--- src/rtl/mem_access_unit.sv ---
// mem_access_unit: load/store unit between the EX/MEM stage and a 32-bit
// request/acknowledge data-memory bus. It splits doubleword accesses into two
// beats, generates byte enables and replicated store data, and sign- or
// zero-extends load data. The pipeline is stalled while an access is in flight.
//
// Ports:
//   Clk, Rst_N          clock (rising edge), asynchronous active-low reset
//   in_addr             64-bit byte address from EX/MEM
//   in_wr_data          64-bit right-aligned store data
//   in_wr_en, in_rd_en  store / load request (store wins when both are high)
//   in_funct3           access size and signedness
//   out_rd_data         extended load result for MEM/WB (registered)
//   out_stall           pipeline freeze (combinational)
//   out_fault           misaligned or illegal request, valid in IDLE (combinational)
//   out_bus_*           registered bus request, write, address, data, byte enables
//   in_bus_ack          beat complete, in_bus_rdata valid this cycle
//   in_bus_rdata        32-bit read data
module mem_access_unit #(
   parameter int unsigned ADDR_WIDTH = 32
) (
   input  logic                  Clk,
   input  logic                  Rst_N,
   input  logic [63:0]           in_addr,
   input  logic [63:0]           in_wr_data,
   input  logic                  in_wr_en,
   input  logic                  in_rd_en,
   input  logic [2:0]            in_funct3,
   output logic [63:0]           out_rd_data,
   output logic                  out_stall,
   output logic                  out_fault,
   output logic                  out_bus_req,
   output logic                  out_bus_we,
   output logic [ADDR_WIDTH-1:0] out_bus_addr,
   output logic [31:0]           out_bus_wdata,
   output logic [3:0]            out_bus_be,
   input  logic                  in_bus_ack,
   input  logic [31:0]           in_bus_rdata
);

   typedef enum logic [1:0] {
      ST_IDLE = 2'd0,
      ST_LO   = 2'd1,
      ST_HI   = 2'd2,
      ST_DONE = 2'd3
   } state_e;

   state_e                state_q, state_d;

   logic                  bus_req_q, bus_req_d;
   logic                  bus_we_q, bus_we_d;
   logic [ADDR_WIDTH-1:0] bus_addr_q, bus_addr_d;
   logic [31:0]           bus_wdata_q, bus_wdata_d;
   logic [3:0]            bus_be_q, bus_be_d;
   logic [63:0]           rd_data_q, rd_data_d;

   logic                  store_q, store_d;
   logic [2:0]            funct3_q, funct3_d;
   logic [1:0]            addr_lo_q, addr_lo_d;
   logic [31:0]           wdata_hi_q, wdata_hi_d;
   logic [31:0]           rdata_lo_q, rdata_lo_d;

   logic                  req_c;
   logic                  misalign_c;
   logic                  bad_c;
   logic                  ack_c;
   logic                  dword_c;
   logic                  stall_c;
   logic                  fault_c;
   logic                  unused_addr_hi;

   // Address bits above the bus width are deliberately dropped.
   assign unused_addr_hi = ^in_addr[63:ADDR_WIDTH];

   // Byte enables for the first beat; word and doubleword use all lanes.
   function automatic logic [3:0] beat_be(input logic [1:0] size, input logic [1:0] a);
      logic [3:0] be;
      case (size)
         2'b00:   be = 4'b0001 << a;
         2'b01:   be = 4'b0011 << a;
         default: be = 4'b1111;
      endcase
      return be;
   endfunction

   // Narrow store data is replicated so every lane carries it.
   function automatic logic [31:0] beat_wdata(input logic [1:0] size, input logic [31:0] d);
      logic [31:0] w;
      case (size)
         2'b00:   w = {4{d[7:0]}};
         2'b01:   w = {2{d[15:0]}};
         default: w = d;
      endcase
      return w;
   endfunction

   // Lane select plus sign/zero extension; funct3[2] marks unsigned loads.
   function automatic logic [63:0] load_extract(input logic [2:0]  f3,
                                                input logic [1:0]  a,
                                                input logic [31:0] lo,
                                                input logic [31:0] hi);
      logic [31:0] sh;
      logic [63:0] r;
      sh = lo >> {a, 3'b000};
      case (f3[1:0])
         2'b00:   r = f3[2] ? {56'h0, sh[7:0]}  : {{56{sh[7]}}, sh[7:0]};
         2'b01:   r = f3[2] ? {48'h0, sh[15:0]} : {{48{sh[15]}}, sh[15:0]};
         2'b10:   r = f3[2] ? {32'h0, sh}       : {{32{sh[31]}}, sh};
         default: r = {hi, lo};
      endcase
      return r;
   endfunction

   // Request decode and fault detection on the incoming request.
   always_comb begin
      case (in_funct3[1:0])
         2'b01:   misalign_c = in_addr[0];
         2'b10:   misalign_c = |in_addr[1:0];
         2'b11:   misalign_c = |in_addr[2:0];
         default: misalign_c = 1'b0;
      endcase
   end

   assign req_c   = in_wr_en | in_rd_en;
   assign bad_c   = (in_funct3 == 3'b111) | misalign_c | (in_wr_en & in_funct3[2]);
   assign ack_c   = in_bus_ack & bus_req_q;
   assign dword_c = (funct3_q[1:0] == 2'b11);

   // State register.
   always_ff @(posedge Clk or negedge Rst_N) begin
      if (!Rst_N) state_q <= ST_IDLE;
      else        state_q <= state_d;
   end

   // Next-state logic.
   always_comb begin
      state_d = state_q;
      case (state_q)
         ST_IDLE: if (req_c && !bad_c) state_d = ST_LO;
         ST_LO:   if (ack_c) state_d = dword_c ? ST_HI : ST_DONE;
         ST_HI:   if (ack_c) state_d = ST_DONE;
         ST_DONE: state_d = ST_IDLE;
         default: state_d = ST_IDLE;
      endcase
   end

   // Output and datapath next-value logic.
   always_comb begin
      stall_c     = 1'b0;
      fault_c     = 1'b0;
      bus_req_d   = bus_req_q;
      bus_we_d    = bus_we_q;
      bus_addr_d  = bus_addr_q;
      bus_wdata_d = bus_wdata_q;
      bus_be_d    = bus_be_q;
      rd_data_d   = rd_data_q;
      store_d     = store_q;
      funct3_d    = funct3_q;
      addr_lo_d   = addr_lo_q;
      wdata_hi_d  = wdata_hi_q;
      rdata_lo_d  = rdata_lo_q;
      case (state_q)
         ST_IDLE: begin
            if (req_c) begin
               if (bad_c) begin
                  fault_c = 1'b1;
               end else begin
                  stall_c     = 1'b1;
                  store_d     = in_wr_en;
                  funct3_d    = in_funct3;
                  addr_lo_d   = in_addr[1:0];
                  wdata_hi_d  = in_wr_data[63:32];
                  bus_req_d   = 1'b1;
                  bus_we_d    = in_wr_en;
                  bus_addr_d  = {in_addr[ADDR_WIDTH-1:2], 2'b00};
                  bus_be_d    = beat_be(in_funct3[1:0], in_addr[1:0]);
                  bus_wdata_d = beat_wdata(in_funct3[1:0], in_wr_data[31:0]);
               end
            end
         end
         ST_LO: begin
            stall_c = 1'b1;
            if (ack_c) begin
               rdata_lo_d = in_bus_rdata;
               if (dword_c) begin
                  // Request stays up; address and data switch to the upper beat.
                  bus_addr_d  = bus_addr_q + ADDR_WIDTH'(4);
                  bus_wdata_d = wdata_hi_q;
               end else begin
                  bus_req_d = 1'b0;
                  if (!store_q) rd_data_d = load_extract(funct3_q, addr_lo_q, in_bus_rdata, 32'h0);
               end
            end
         end
         ST_HI: begin
            stall_c = 1'b1;
            if (ack_c) begin
               bus_req_d = 1'b0;
               if (!store_q) rd_data_d = load_extract(funct3_q, addr_lo_q, rdata_lo_q, in_bus_rdata);
            end
         end
         default: ;
      endcase
   end

   // Datapath and bus registers.
   always_ff @(posedge Clk or negedge Rst_N) begin
      if (!Rst_N) begin
         bus_req_q   <= 1'b0;
         bus_we_q    <= 1'b0;
         bus_addr_q  <= '0;
         bus_wdata_q <= '0;
         bus_be_q    <= '0;
         rd_data_q   <= '0;
         store_q     <= 1'b0;
         funct3_q    <= '0;
         addr_lo_q   <= '0;
         wdata_hi_q  <= '0;
         rdata_lo_q  <= '0;
      end else begin
         bus_req_q   <= bus_req_d;
         bus_we_q    <= bus_we_d;
         bus_addr_q  <= bus_addr_d;
         bus_wdata_q <= bus_wdata_d;
         bus_be_q    <= bus_be_d;
         rd_data_q   <= rd_data_d;
         store_q     <= store_d;
         funct3_q    <= funct3_d;
         addr_lo_q   <= addr_lo_d;
         wdata_hi_q  <= wdata_hi_d;
         rdata_lo_q  <= rdata_lo_d;
      end
   end

   // Combinational outputs are forced low while reset is held.
   assign out_stall     = stall_c & Rst_N;
   assign out_fault     = fault_c & Rst_N;
   assign out_rd_data   = rd_data_q;
   assign out_bus_req   = bus_req_q;
   assign out_bus_we    = bus_we_q;
   assign out_bus_addr  = bus_addr_q;
   assign out_bus_wdata = bus_wdata_q;
   assign out_bus_be    = bus_be_q;

endmodule

--- config.mk ---
export PLATFORM = sky130hd
export DESIGN_NAME = mem_access_unit
export DESIGN_NICKNAME = d
export VERILOG_FILES = /design/src/rtl/mem_access_unit.sv
export SDC_FILE = /design/constraint.sdc
export NUM_CORES = 1
export LEC_CHECK = 0
export BUFFER_PORTS_ARGS = -buffer_cell sky130_fd_sc_hd__buf_2
export CAP_MARGIN = 15
export CORE_ASPECT_RATIO = 0.5
export CORE_UTILIZATION = 54
export CTS_CLUSTER_DIAMETER = 100
export DETAILED_ROUTE_END_ITERATION = 12
export PLACE_DENSITY_LB_ADDON = 0.1
export SLEW_MARGIN = 15
export SYNTH_ARGS = -nofsm -noshare
export SYNTH_HDL_FRONTEND = slang
export SYNTH_SLANG_ARGS = --single-unit
--- constraint.sdc ---
create_clock -name Clk -period 3.5 [get_ports Clk]
set_input_delay 0.35 -clock Clk [delete_from_list [all_inputs] [get_ports Clk]]
set_output_delay 0.35 -clock Clk [all_outputs]
set_load 0.01 [all_outputs]
==> metrics.txt <==
Cell variety after synth=70; fillers=1,690; Worst setup SP type=flip-flop; GR Util All Layers=0.330; synth top area cells=dfrtp_1, mux2_2, a21oi_1, o21ai_0, mux2i_1; Final GP Congestion=0.940; Net count, final=1,611; Max-slew headroom=0.440; Syn Area/Cell=9.46 um2; CP Data Arrival Time=3340 ps; most used cell, CP=buf_4; CP top delay family=simple AND/OR/NAND/NOR gates; area leader, netlist=dfrtp_1; Worst Tran Pin Value=839 ps; worst vdd ir=0.416 mV; total grt overflow=0; leakage dissipation=6.31 nW; Yosys top cell area share=0.441; H-Tree Depth=1; Setup Buffers After CTS=0; commonest non-fill, non-tap cell in the layout=buf_2; core area=20,700 um2; IO buf count=269; max_cap viols=0; M3 GR Usage=0.0757; Worst path slowest cell=or4_4; CTS sink count=203; YS warnings=0; share of layout cells above drive strength 1=0.313; Multi-input gate area=5990 um2; Seq/Total Area, Yosys=0.441; Syn Inst Count=1,219; # rows=37; GR peak layer=met2; fmax=0.337 GHz; Core Util, Final=0.668; cell chain of the critical path=inv_1 -> ha_4 -> and3_1 -> buf_4 -> or4_4 -> a311oi_4 -> buf_4 -> a31oi_1 -> or2_1; First-pass DRT Iterations=6; first-pass GRT wire length=57,500 um; clock root cell=clkbuf_16; Final Max Tran Viols=0; RSZ-0062 raised after global routing=no; post_cts resized=0; WP data required=3880 ps; CP endpoint kind=flip-flop; Total Wirelength=37,000 um; GR Util met2=0.508; WL/cell=21.5 um; Initial Utilization=0.556; Primary FF master, synth=dfrtp_1; HP Class=in2reg; Bufs and invs on worst path=3; status=finished clean; Die Ht=105 um; Crit Path Max Fanout=39; endpoints failing hold=0; met1 Usage GRT=0.464; CTS tree=yes; pin count of the biggest net entering global routing=87; DR iter-0 viols=1,084; clock network latency to the later pin of the worst-skew pair=510 ps; most frequent cells in the layout=buf_2, dfrtp_1, a21oi_1; fin crit share=0.847; die area=22,000 um2; CP peak stage delay=780 ps; register bit count reported by yosys=203; clock transition at the registers of the reported paths=70 ps; Hold-fix buffers, CTS=1; CP Class=reg2reg; Synth-to-Final Area Change=20.1%; CTS Buf Count=20; Post-Syn Area=11,500 um2; final setup violation count=0; antenna violations before repair=1; Post-synth EDFFs=0; post-route ant nets=0; Avg Vias per Cell=6.43; power density over the cells=977 nW/um2; share of flip-flops with an asynchronous set or reset=1.00; Clock Skew=15.2 ps; Final TNS setup=0 ps; area of all sequential standard cells=5080 um2; Die X=209 um; I/O pins=304; number of global-route vias before repair=10,428; DP Wirelength=24,800 um; minimum clock period=2960 ps; Longest Clk Path Bufs=3; via count=11,099; Residual DRC=0
-- metrics by stage --
step,hold slack (ps),instances,area (um2),power (mW),setup slack [ps]
2_1_floorplan,54.4,1220,11500,8.75,1050
3_3_place_gp,385,1687,13100,10.7,639
3_5_place_dp,385,1687,13100,11.0,544
4_1_cts,52.5,1724,13900,13.5,510
5_1_grt,56.2,1724,13900,14.4,360
6_report,63.9,1725,13900,13.5,537
-- sequential cells by signal, summed over array words and instances, names as in the netlist --
signal	flops
rdata_lo_q	32
wdata_hi_q	32
state_q	2
addr_lo_q	2
out_bus_addr	30
funct3_q	3
out_bus_be	4
out_bus_req	1
out_bus_wdata	32
store_q	1
out_rd_data	64
-- path summary, 6_finish.rpt --
| check | slack (ps) | to | depth (start not counted) | from |
|---|---|---|---|---|
| setup / recovery | 540 | out_rd_data[61] | 9 | state_q[1] |
| hold / removal | 60 | wdata_hi_q[5] | 2 | in_wr_data[37] |
| setup reg to reg | 540 | out_rd_data[61] | 9 | state_q[1] |
| hold reg to reg | 480 | out_rd_data[0] | 2 | out_rd_data[0] |
| max in group asynchronous | 1910 | addr_lo_q[0] | 3 | Rst_N |
| min in group asynchronous | 390 | store_q | 2 | Rst_N |
-- routing by layer --
layer	wire, um	part of all wire	up-vias
met3	3540	0.096	78
met2	16600	0.45	548
met1	15800	0.43	5483
li1	-	-	4988
met4	1080	0.029	2
met5	8	0.00022	-
-- logic make-up after synthesis --
logic type | Yosys count | share of synthesized area
buffers and inverters | 124 | 0.0458
other | 1 | 0.000325
adder cells (fa/ha/maj) | 6 | 0.00651
AND/OR/NAND/NOR | 312 | 0.132
multiplexers | 144 | 0.136
AO/OA/AOI/OAI | 429 | 0.238
flip-flops | 203 | 0.441
-- cells in the mapped netlist, drive strengths merged, types with 15 or more instances --
| cell | number |
|---|---|
| o21ai | 108 |
| a31oi | 51 |
| mux2i | 48 |
| nand3 | 27 |
| dfrtp | 203 |
| buf | 29 |
| or2 | 39 |
| clkbuf | 84 |
| nor2 | 57 |
| mux2 | 95 |
| a2bb2oi | 15 |
| a21oi | 124 |
| nand2 | 115 |
-- report_power, final --
group | leakage, nW | total [mW] | switching (mW) | internal [mW]
sequential | 2.47 | 4.50 | 1.00 | 3.49
combinational | 3.47 | 6.57 | 3.79 | 2.78
clock | 0.364 | 2.46 | 0.964 | 1.50
-- area by class of cell --
| class | instances | area share |
|---|---|---|
| sequential | 203 | 0.367 |
| tap | 273 | 0.0247 |
| clock inverter | 6 | 0.00939 |
| antenna | 1 | 0.000181 |
| multi-input combinational | 893 | 0.432 |
| timing repair buffer | 308 | 0.120 |
| clock buffer | 30 | 0.0440 |
| inverter | 11 | 0.00298 |
(Power assumes the default switching activity.)
